File: src/rtl/pc_fetch_seq_pkg.sv
// Shared definitions for the instruction-fetch sequencer: default widths and
// the fetch state encoding.
package pc_fetch_seq_pkg;

    localparam int RW_DEF = 16;
    localparam int IW_DEF = 32;

    typedef enum logic [1:0] {
        FS_REQ  = 2'd0,
        FS_WAIT = 2'd1,
        FS_HOLD = 2'd2
    } fetch_state_e;

endpackage

File: src/rtl/pc_fetch_seq.sv
// Instruction-fetch sequencer: issues one memory read per PC value, holds the
// fetched word for decode, and arbitrates irq > jump > sequential advance.
module pc_fetch_seq
    import pc_fetch_seq_pkg::*;
#(
    parameter int RW = RW_DEF,
    parameter int IW = IW_DEF
) (
    input  logic          i_clk,
    input  logic          i_rst_n,
    input  logic [RW-1:0] i_pc,
    input  logic          i_pc_ovf,
    output logic          o_c_pc_inc,
    output logic          o_c_pc_ie,
    output logic          o_c_pc_irq,
    output logic          o_mem_req,
    input  logic          i_mem_ack,
    input  logic [IW-1:0] i_mem_data,
    output logic [IW-1:0] o_instr,
    output logic          o_instr_valid,
    input  logic          i_instr_ready,
    input  logic          i_jmp,
    output logic          o_jmp_ack,
    input  logic          i_irq,
    input  logic          i_irq_en,
    output logic          o_irq_ack,
    output logic [RW-1:0] o_epc,
    output logic          o_page_inc
);

    fetch_state_e  r_state;
    fetch_state_e  w_next_state;
    logic          r_jmp_pend;
    logic          w_jmp_pend_nxt;
    logic [IW-1:0] r_instr;
    logic          r_instr_valid;
    logic [RW-1:0] r_epc;
    logic          r_page_inc;

    logic          w_inc;
    logic          w_ie;
    logic          w_irq;
    logic          w_mem_req;
    logic          w_load_instr;
    logic          w_clr_valid;
    logic          w_epc_cap;

    // Next-state and strobe decode for the three fetch states.
    always_comb begin
        w_next_state   = r_state;
        w_jmp_pend_nxt = r_jmp_pend;
        w_inc          = 1'b0;
        w_ie           = 1'b0;
        w_irq          = 1'b0;
        w_mem_req      = 1'b0;
        w_load_instr   = 1'b0;
        w_clr_valid    = 1'b0;
        w_epc_cap      = 1'b0;
        case (r_state)
            FS_REQ: begin
                if (i_irq & i_irq_en) begin
                    w_irq     = 1'b1;
                    w_epc_cap = 1'b1;
                end else if (i_jmp) begin
                    w_ie = 1'b1;
                end else begin
                    w_mem_req    = 1'b1;
                    w_next_state = FS_WAIT;
                end
            end
            FS_WAIT: begin
                w_mem_req = 1'b1;
                if (i_mem_ack) begin
                    // A jump seen at any point of the read discards the word.
                    if (r_jmp_pend | i_jmp) begin
                        w_ie           = 1'b1;
                        w_jmp_pend_nxt = 1'b0;
                        w_next_state   = FS_REQ;
                    end else begin
                        w_inc        = 1'b1;
                        w_load_instr = 1'b1;
                        w_next_state = FS_HOLD;
                    end
                end else if (i_jmp) begin
                    w_jmp_pend_nxt = 1'b1;
                end else begin
                    w_jmp_pend_nxt = r_jmp_pend;
                end
            end
            FS_HOLD: begin
                if (i_jmp) begin
                    w_ie         = 1'b1;
                    w_clr_valid  = 1'b1;
                    w_next_state = FS_REQ;
                end else if (i_instr_ready) begin
                    w_clr_valid  = 1'b1;
                    w_next_state = FS_REQ;
                end else begin
                    w_next_state = FS_HOLD;
                end
            end
            default: begin
                w_jmp_pend_nxt = 1'b0;
                w_clr_valid    = 1'b1;
                w_next_state   = FS_REQ;
            end
        endcase
    end

    // Fetch state register and deferred-jump flag.
    always_ff @(posedge i_clk or negedge i_rst_n) begin
        if (!i_rst_n) begin
            r_state    <= FS_REQ;
            r_jmp_pend <= 1'b0;
        end else begin
            r_state    <= w_next_state;
            r_jmp_pend <= w_jmp_pend_nxt;
        end
    end

    // Held instruction, its valid flag, return PC and page-crossing pulse.
    always_ff @(posedge i_clk or negedge i_rst_n) begin
        if (!i_rst_n) begin
            r_instr       <= {IW{1'b0}};
            r_instr_valid <= 1'b0;
            r_epc         <= {RW{1'b0}};
            r_page_inc    <= 1'b0;
        end else begin
            if (w_load_instr) begin
                r_instr       <= i_mem_data;
                r_instr_valid <= 1'b1;
            end else if (w_clr_valid) begin
                r_instr_valid <= 1'b0;
            end else begin
                r_instr_valid <= r_instr_valid;
            end
            if (w_epc_cap) begin
                r_epc <= i_pc;
            end else begin
                r_epc <= r_epc;
            end
            r_page_inc <= w_inc & i_pc_ovf;
        end
    end

    // Combinational strobes are forced low while reset is asserted so a
    // read in flight is dropped at once.
    assign o_c_pc_inc    = w_inc & i_rst_n;
    assign o_c_pc_ie     = w_ie & i_rst_n;
    assign o_c_pc_irq    = w_irq & i_rst_n;
    assign o_jmp_ack     = w_ie & i_rst_n;
    assign o_irq_ack     = w_irq & i_rst_n;
    assign o_mem_req     = w_mem_req & i_rst_n;
    assign o_instr       = r_instr;
    assign o_instr_valid = r_instr_valid;
    assign o_epc         = r_epc;
    assign o_page_inc    = r_page_inc;

endmodule

File: config.mk
export PLATFORM = sky130hd
export DESIGN_NAME = pc_fetch_seq
export DESIGN_NICKNAME = d
export VERILOG_FILES = /design/src/rtl/pc_fetch_seq_pkg.sv /design/src/rtl/pc_fetch_seq.sv
export SDC_FILE = /design/constraint.sdc
export NUM_CORES = 1
export LEC_CHECK = 0
export ABC_AREA = 1
export CORE_MARGIN = 2
export CORE_UTILIZATION = 28
export CTS_CLUSTER_DIAMETER = 50
export DETAILED_ROUTE_END_ITERATION = 6
export MAX_ROUTING_LAYER = met4
export PLACE_DENSITY_LB_ADDON = 0.12
export SYNTH_ARGS = -nofsm -noshare
export SYNTH_HDL_FRONTEND = slang
export SYNTH_SLANG_ARGS = --single-unit
File: constraint.sdc
create_clock -name i_clk -period 1.5 [get_ports i_clk]
set_clock_uncertainty 0.15 [all_clocks]
set_input_delay 0.225 -clock i_clk [delete_from_list [all_inputs] [get_ports i_clk]]
set_output_delay 0.225 -clock i_clk [all_outputs]
set_load 0.01 [all_outputs]
==> flow_summary.yaml, run 1 <==
critical_path:
  crit_required_ns: 1.12
  cp_common_cell: "nor2_4"
  start_kind: "flop"
  path_max_fanout: 4
  path_cells: "buf_4 -> nor2_4 -> nand3_2 -> nor2_4 -> buf_6"
  cp-end-kind: "output pin"
  startpoint: "r_state[0]$_DFFE_PN0P_"
  r2r-end: "o_epc[14]$_DFFE_PN0N_"
  crit_arrival_ns: 1.43
  cp_slowest_cell: "dfrtp_1"
  r2r_cells: 6
  crit_type: "flop to output pin"
  cp_slowest_stage_delay_ns: 0.41
  r2r_slack_ns: 0.06
  crit_end: "o_irq_ack"
  r2r-start: "r_state[0]$_DFFE_PN0P_"
yosys:
  synthMostInstantiatedCell: "nand2_1"
  netlist.area_leader.share_pct: 59.3
  yosysTopAreaCell: "dfrtp_1"
  synthCells: 253
  synth_cell_types: 20
  ys_async_sr_fraction_pct: 100
  ys_seq_area_share_pct: 59.3
  synth_area_mm2: 0.00224
  avgSynthCellArea_um2: 8.84
  ys_ff_latch: 53
  ys_warn_count: 0
  netlist_top_cells_area: "dfrtp_1 59%, nand2_1 15%, nand3_1 8.1%"
  synth-edff-count: 0
  synth_top_cells_by_count: "88 x nand2_1, 53 x dfrtp_1, 36 x nand3_1, 23 x inv_1, 12 x o21ai_1"
  syn-num-nets: 309
  synth_ff_type: "dfrtp_1"
drt:
  num_vias: 2046
  drc: 0
  wl_um: 5900
  wl_per_cell_um: 12.4
  drtIter0Drc: 65
  antenna_left: 0
  via_per_inst: 4.30
  first_pass_iters: 4
status:
  violations: "setup timing"
  outcome: "finished with violations"
floorplan:
  rows: 32
  die-area_mm2: 0.00872
  start_util_pct: 29.0
  coreArea_mm2: 0.00773
  die_w_um: 93.4
  die_y_um: 93.4
  pin_count: 112
clocking:
  clk_pin_slew_ns: 0.09
  clkSinkCount: 53
  cts_buffer_depth: 2
  cts_max_level: 2
  numCtsBuffers: 5
  cts_root_buffer: "clkbuf_8"
  clock_latency_ns: 0.30
  cts_tree: "done"
timing:
  grt_setup_unrepaired: "yes"
  clock.fmax_mhz: 556
  maxSlewHeadroom_pct: 54.2
  fin_setup_tns_ns: -1.66
  setup_slack_ns: -0.300
  worst_slew_pin_slew_ns: 0.687
  slew_violations: 0
  min_period_over_period_pct: 120
  whs_ns: 0.294
  hold_viol: 0
  setup_viol: 6
  period_needed_ns: 1.80
pwr:
  p_switching_mw: 1.93
  peakVddDrop_uv: 546
  p_comb_share_pct: 39.5
  clockPowerShare_pct: 19.7
  p_per_area_mw_per_mm2: 1590
  seq_power_share_pct: 40.8
  p_leak_nw: 1.94
  intPower_mw: 3.81
  power.share.switching_pct: 33.6
final_layout:
  area_growth_pct: 61.5
  drive_above_1_share_pct: 12.0
  fin_util_pct: 46.7
  postLayoutCellArea_mm2: 0.00361
  fin_nets: 429
  fin_cells: 476
  n_antenna_cell: 0
min_path:
  holdCritPathClass: "primary input to flop"
  whs_path_depth: 3
global_routing:
  grt_pass1_wl_um: 9890
  antenna_found_initial: 0
  grt_max_degree: 54
  grt.total_usage_pct: 14.8
  gr-total-overflow: 0
  grt_pass1_vias: 2079
placed_design:
  place.port_buffers: 111
  dpl_cell_area_mm2: 0.00347
  place_congestion: 0.770
  hpwl_um: 4080
  dp_cells: 464
flow_run:
  drv_cap: 0
-- cell type report --
class / instances / area [µm²]
Clock inverter: 3 / 65.1
Timing Repair Buffer: 128 / 1180
Multi-Input combinational cell: 161 / 754
Fill cell: 756 / 4120
Sequential cell: 53 / 1330
Clock buffer: 5 / 68.8
Tap cell: 102 / 128
Inverter: 24 / 90.1
-- power by group through the flow --
stage	Clock [mW]	Combinational (mW)	Sequential, mW
finish	1.13	2.26	2.34
global route	1.24	2.53	2.43
CTS	1.19	2.28	2.35
detailed placement	0	2.67	2.39
global placement	0	2.66	2.38
floorplan	0	0.759	2.68
-- flip-flops by register name, summed over array words and instances (netlist names) --
| register | count |
|---|---|
| o_epc | 16 |
| o_instr | 32 |
| o_instr_valid | 1 |
| o_page_inc | 1 |
| r_jmp_pend | 1 |
| r_state | 2 |
-- worst min-delay path by stage --
stage                                          to  startpoint  slack [ns]
final                        o_page_inc$_DFF_PN0_    i_pc_ovf        0.29
after global routing         o_epc[5]$_DFFE_PN0N_     i_pc[5]        0.31
after CTS                    o_page_inc$_DFF_PN0_    i_pc_ovf        0.28
after detailed placement  o_instr[25]$_DFFE_PN0P_     i_rst_n        0.31
after global placement       o_page_inc$_DFF_PN0_     i_rst_n        0.29
after floorplan              o_epc[0]$_DFFE_PN0N_     i_rst_n       -0.22
-- cell families (layout without fill, tap and decap cells) --
family | Yosys count | after routing | share of synthesized area, %
compound gates | 21 | 21 | 4.70
buf+inv | 39 | 160 | 8.56
flops | 53 | 53 | 59.3
simple gates | 140 | 140 | 27.5
-- through the flow --
step / setup WS, ns / power (mW)
global route: -0.405 / 6.20
floorplan: -0.00299 / 3.44
detailed placement: -0.732 / 5.06
global placement: -0.717 / 5.04
finish: -0.300 / 5.73
CTS: -0.337 / 5.82
-- per-layer routing --
metal / wire, µm / track usage (%) / vias to the layer above
met5: 0 / - / -
met4: 62 / 4.66 / 0
met3: 286 / 3.38 / 5
met2: 3020 / 24.6 / 55
met1: 2520 / 17.8 / 963
li1: - / - / 1023
-- worst max-delay path, delay by kind of cell (launching register included) --
family                 cells  cell delay (ns)
buffers and inverters      2             0.27
and+or+nand+nor            3             0.45
DFF                        1             0.41
-- layout by cell type, fill, tap and decap left out --
| cell | instances |
|---|---|
| inv_2 | 1 |
| nor2_2 | 4 |
| clkdlybuf4s50_1 | 54 |
| nor2_4 | 2 |
| buf_6 | 3 |
| nor2_1 | 5 |
| nand3_1 | 34 |
| clkbuf_8 | 5 |
| inv_1 | 23 |
| nand3b_1 | 1 |
| clkinv_2 | 1 |
| nand2_2 | 1 |
| nand2_4 | 2 |
| nand3_2 | 3 |
| nand2_1 | 87 |
| a21oi_1 | 2 |
| buf_12 | 1 |
| dfrtp_1 | 53 |
| dlygate4sd2_1 | 50 |
| buf_2 | 5 |
| dlygate4sd3_1 | 1 |
| buf_8 | 1 |
| buf_4 | 13 |
| o21ai_0 | 6 |
| nor2_8 | 1 |
| o21ai_1 | 13 |
| bufinv_16 | 2 |
-- timing repair --
action | CTS | global route
buffers inserted | 2 | 2
endpoints found under the hold margin | 53 | 0
endpoints found under the setup margin | 90 | 56
gates cloned | 0 | 0
gates resized for setup | 80 | 11
pin swaps | 3 | 4
hold buffers | 1 | 0
Power figures use the tool's default switching activity.
==> run 2: changes to the inputs <==
ABC_AREA = default   (was 1)
HOLD_SLACK_MARGIN = 0.15   (was default)
==> run 2 against run 1 <==
  * The run still ends with setup timing left
  * Highest routed layer unchanged
  * Flip-flop and latch count unchanged
  * Maximum frequency decreased by 4.8%
  * Via count decreased by 23%
  * Die area decreased by 5.8%
  * Total power decreased by 7.4%
  * Worst hold slack improved by 0.030 ns
  * Worst setup slack got worse by 0.091 ns
  * Cell area increased by 1.2%
  * Global-route usage decreased by 1.6 points
  * Synthesized cell count decreased by 47%
  * Combinational power about the same
==> flow_summary.yaml, run 2 <==
critical_path:
  start_kind: "flop"
  path_max_fanout: 13
  crit_required_ns: 1.53
  cp-end-kind: "flop"
  crit_arrival_ns: 1.92
  r2r_cells: 6
  crit_type: "flop to flop"
clocking:
  cts_root_buffer: "clkbuf_8"
  cts_max_level: 2
  clock_latency_ns: 0.29
  cts_tree: "done"
  cts_buffer_depth: 2
  numCtsBuffers: 5
  clkSinkCount: 53
  clk_pin_slew_ns: 0.08
yosys:
  ys_ff_latch: 53
  synth_compound_area_share_pct: 1.85
  synth_top_family_by_area: "multiplexers"
  yosys.area_share.xor_xnor_pct: 0
  synth_area_mm2: 0.00210
  yosys.area_share.simple_pct: 5.42
  muxShareOfSynthArea_pct: 26.2
  ys_seq_area_share_pct: 63.1
  synthCells: 133
  netlist.area_leader.share_pct: 63.1
  synth_ff_type: "dfrtp_1"
  synth-edff-count: 0
  ys_async_sr_fraction_pct: 100
  synth_top_cells_by_count: "53 x dfrtp_1, 46 x mux2_2"
  synth_cell_types: 23
  ys_warn_count: 0
  yosysTopAreaCell: "dfrtp_1"
  syn-num-nets: 189
  synth_fa_ha_area_share_pct: 0
  synthMostInstantiatedCell: "dfrtp_1"
  netlist_top_cells_area: "dfrtp_1 63%, mux2_2 25%, buf_6 1.6%"
  avgSynthCellArea_um2: 15.8
placed_design:
  dpl_cell_area_mm2: 0.00341
  dp_cells: 347
  place.port_buffers: 111
  place_congestion: 0.708
  dp_slack_ns: -0.684
  hpwl_um: 3530
pwr:
  seq_power_share_pct: 43.1
  power.share.switching_pct: 29.1
  p_switching_mw: 1.55
  clockPowerShare_pct: 15.0
  intPower_mw: 3.76
  p_per_area_mw_per_mm2: 1450
  total_power_mw: 5.31
  p_leak_nw: 1.70
  p_comb_share_pct: 42.0
  peakVddDrop_uv: 617
floorplan:
  die-area_mm2: 0.00821
  rows: 31
  die_w_um: 90.6
  start_util_pct: 29.0
  coreArea_mm2: 0.00725
  die_y_um: 90.6
  pin_count: 112
status:
  outcome: "finished with violations"
  violations: "setup timing"
flow_run:
  drv_cap: 0
timing:
  clock.fmax_mhz: 529
  worst_slew_pin_slew_ns: 0.396
  period_needed_ns: 1.89
  setup_viol: 57
  maxSlewHeadroom_pct: 73.6
  min_period_over_period_pct: 126
  slew_violations: 0
  hold_viol: 0
  setup_slack_ns: -0.391
  grt_setup_unrepaired: "yes"
min_path:
  whs_path_depth: 3
  holdCritPathClass: "primary input to flop"
global_routing:
  grt_max_degree: 32
  gr-total-overflow: 0
  grt_pass1_vias: 1676
  grt.total_usage_pct: 13.2
  grt_pass1_wl_um: 8340
  antenna_found_initial: 0
final_layout:
  fillers: 674
  fin_cells: 364
  final_cell_mix: "53 x clkdlybuf4s50_1, 53 x dfrtp_1, 51 x dlygate4sd2_1"
  postLayoutCellArea_mm2: 0.00365
  area_growth_pct: 74.0
  fin_util_pct: 50.4
  n_antenna_cell: 0
  fin_nets: 321
  largest_reg_flops: 32
  drive_above_1_share_pct: 33.6
drt:
  first_pass_iters: 2
  drc: 0
  via_per_inst: 4.32
  antenna_left: 0
  wl_um: 5310
  drtIter0Drc: 64
  wl_per_cell_um: 14.6
  num_vias: 1574
-- run 2: worst max-delay path: stages (launching register included) --
cell       delay [ns]
dfrtp_1          0.41
buf_6            0.13
nand2b_4         0.14
nor4b_4          0.24
buf_4            0.20
clkbuf_16        0.18
mux2_2           0.33
-- run 2: final timing paths --
kind	from	end	slack, ns
max	r_state[1]$_DFFE_PN0P_	o_instr[21]$_DFFE_PN0P_	-0.39
min	i_jmp	r_jmp_pend$_DFFE_PN0P_	0.32
max reg2reg	r_state[1]$_DFFE_PN0P_	o_instr[21]$_DFFE_PN0P_	-0.39
min reg2reg	o_instr_valid$_DFFE_PN0P_	o_instr_valid$_DFFE_PN0P_	0.33
max in group asynchronous	i_rst_n	o_instr[3]$_DFFE_PN0P_	0.32
min in group asynchronous	i_rst_n	o_epc[6]$_DFFE_PN0N_	0.43
-- run 2: metrics by stage --
| stage | TNS [ns] | hold WS, ns |
|---|---|---|
| floorplan | -12.10 | -0.221 |
| global placement | -28.22 | 0.0981 |
| detailed placement | -28.51 | 0.0987 |
| CTS | -19.13 | 0.315 |
| global route | -20.71 | 0.341 |
| finish | -16.91 | 0.324 |
-- run 2: cell type report --
cell class / count / area, µm² / area share (%)
Inverter: 2 / 7.51 / 0.205
Multi-Input combinational cell: 70 / 821 / 22.5
Tap cell: 99 / 124 / 3.39
Timing Repair Buffer: 133 / 1290 / 35.3
Clock buffer: 7 / 86.3 / 2.36
Sequential cell: 53 / 1330 / 36.3
-- run 2: logic make-up (layout without fill, tap and decap cells) --
family                 after synthesis  count (layout)
flip-flops                          53              53
AO/OA/AOI/OAI                        6               6
multiplexers                        49              49
buffers and inverters               10             142
AND/OR/NAND/NOR                     15              15
-- run 2: metal layers --
layer	track usage, %	vias to the layer above	share of wire [%]
li1	-	724	-
met1	16.9	778	45
met2	20.6	67	48
met3	3.51	5	6.0
met4	3.85	0	0.58
met5	-	-	0
-- run 2: what timing repair did --
action                     4_1_cts  5_1_grt
pin swaps                        5        4
setup buffers                    7        2
gates resized for setup        100       10
gates cloned                     1        1
setup endpoints to repair      106       57
hold buffers                     1        0
hold endpoints to repair        53        0
-- run 2: power groups by stage --
stage	sequential [mW]	clock [mW]	combinational, mW
6_report	2.29	0.794	2.23
5_1_grt	2.37	0.905	2.38
4_1_cts	2.29	0.849	2.18
3_5_place_dp	2.33	0	2.48
3_3_place_gp	2.32	0	2.48
2_1_floorplan	2.62	0	0.703
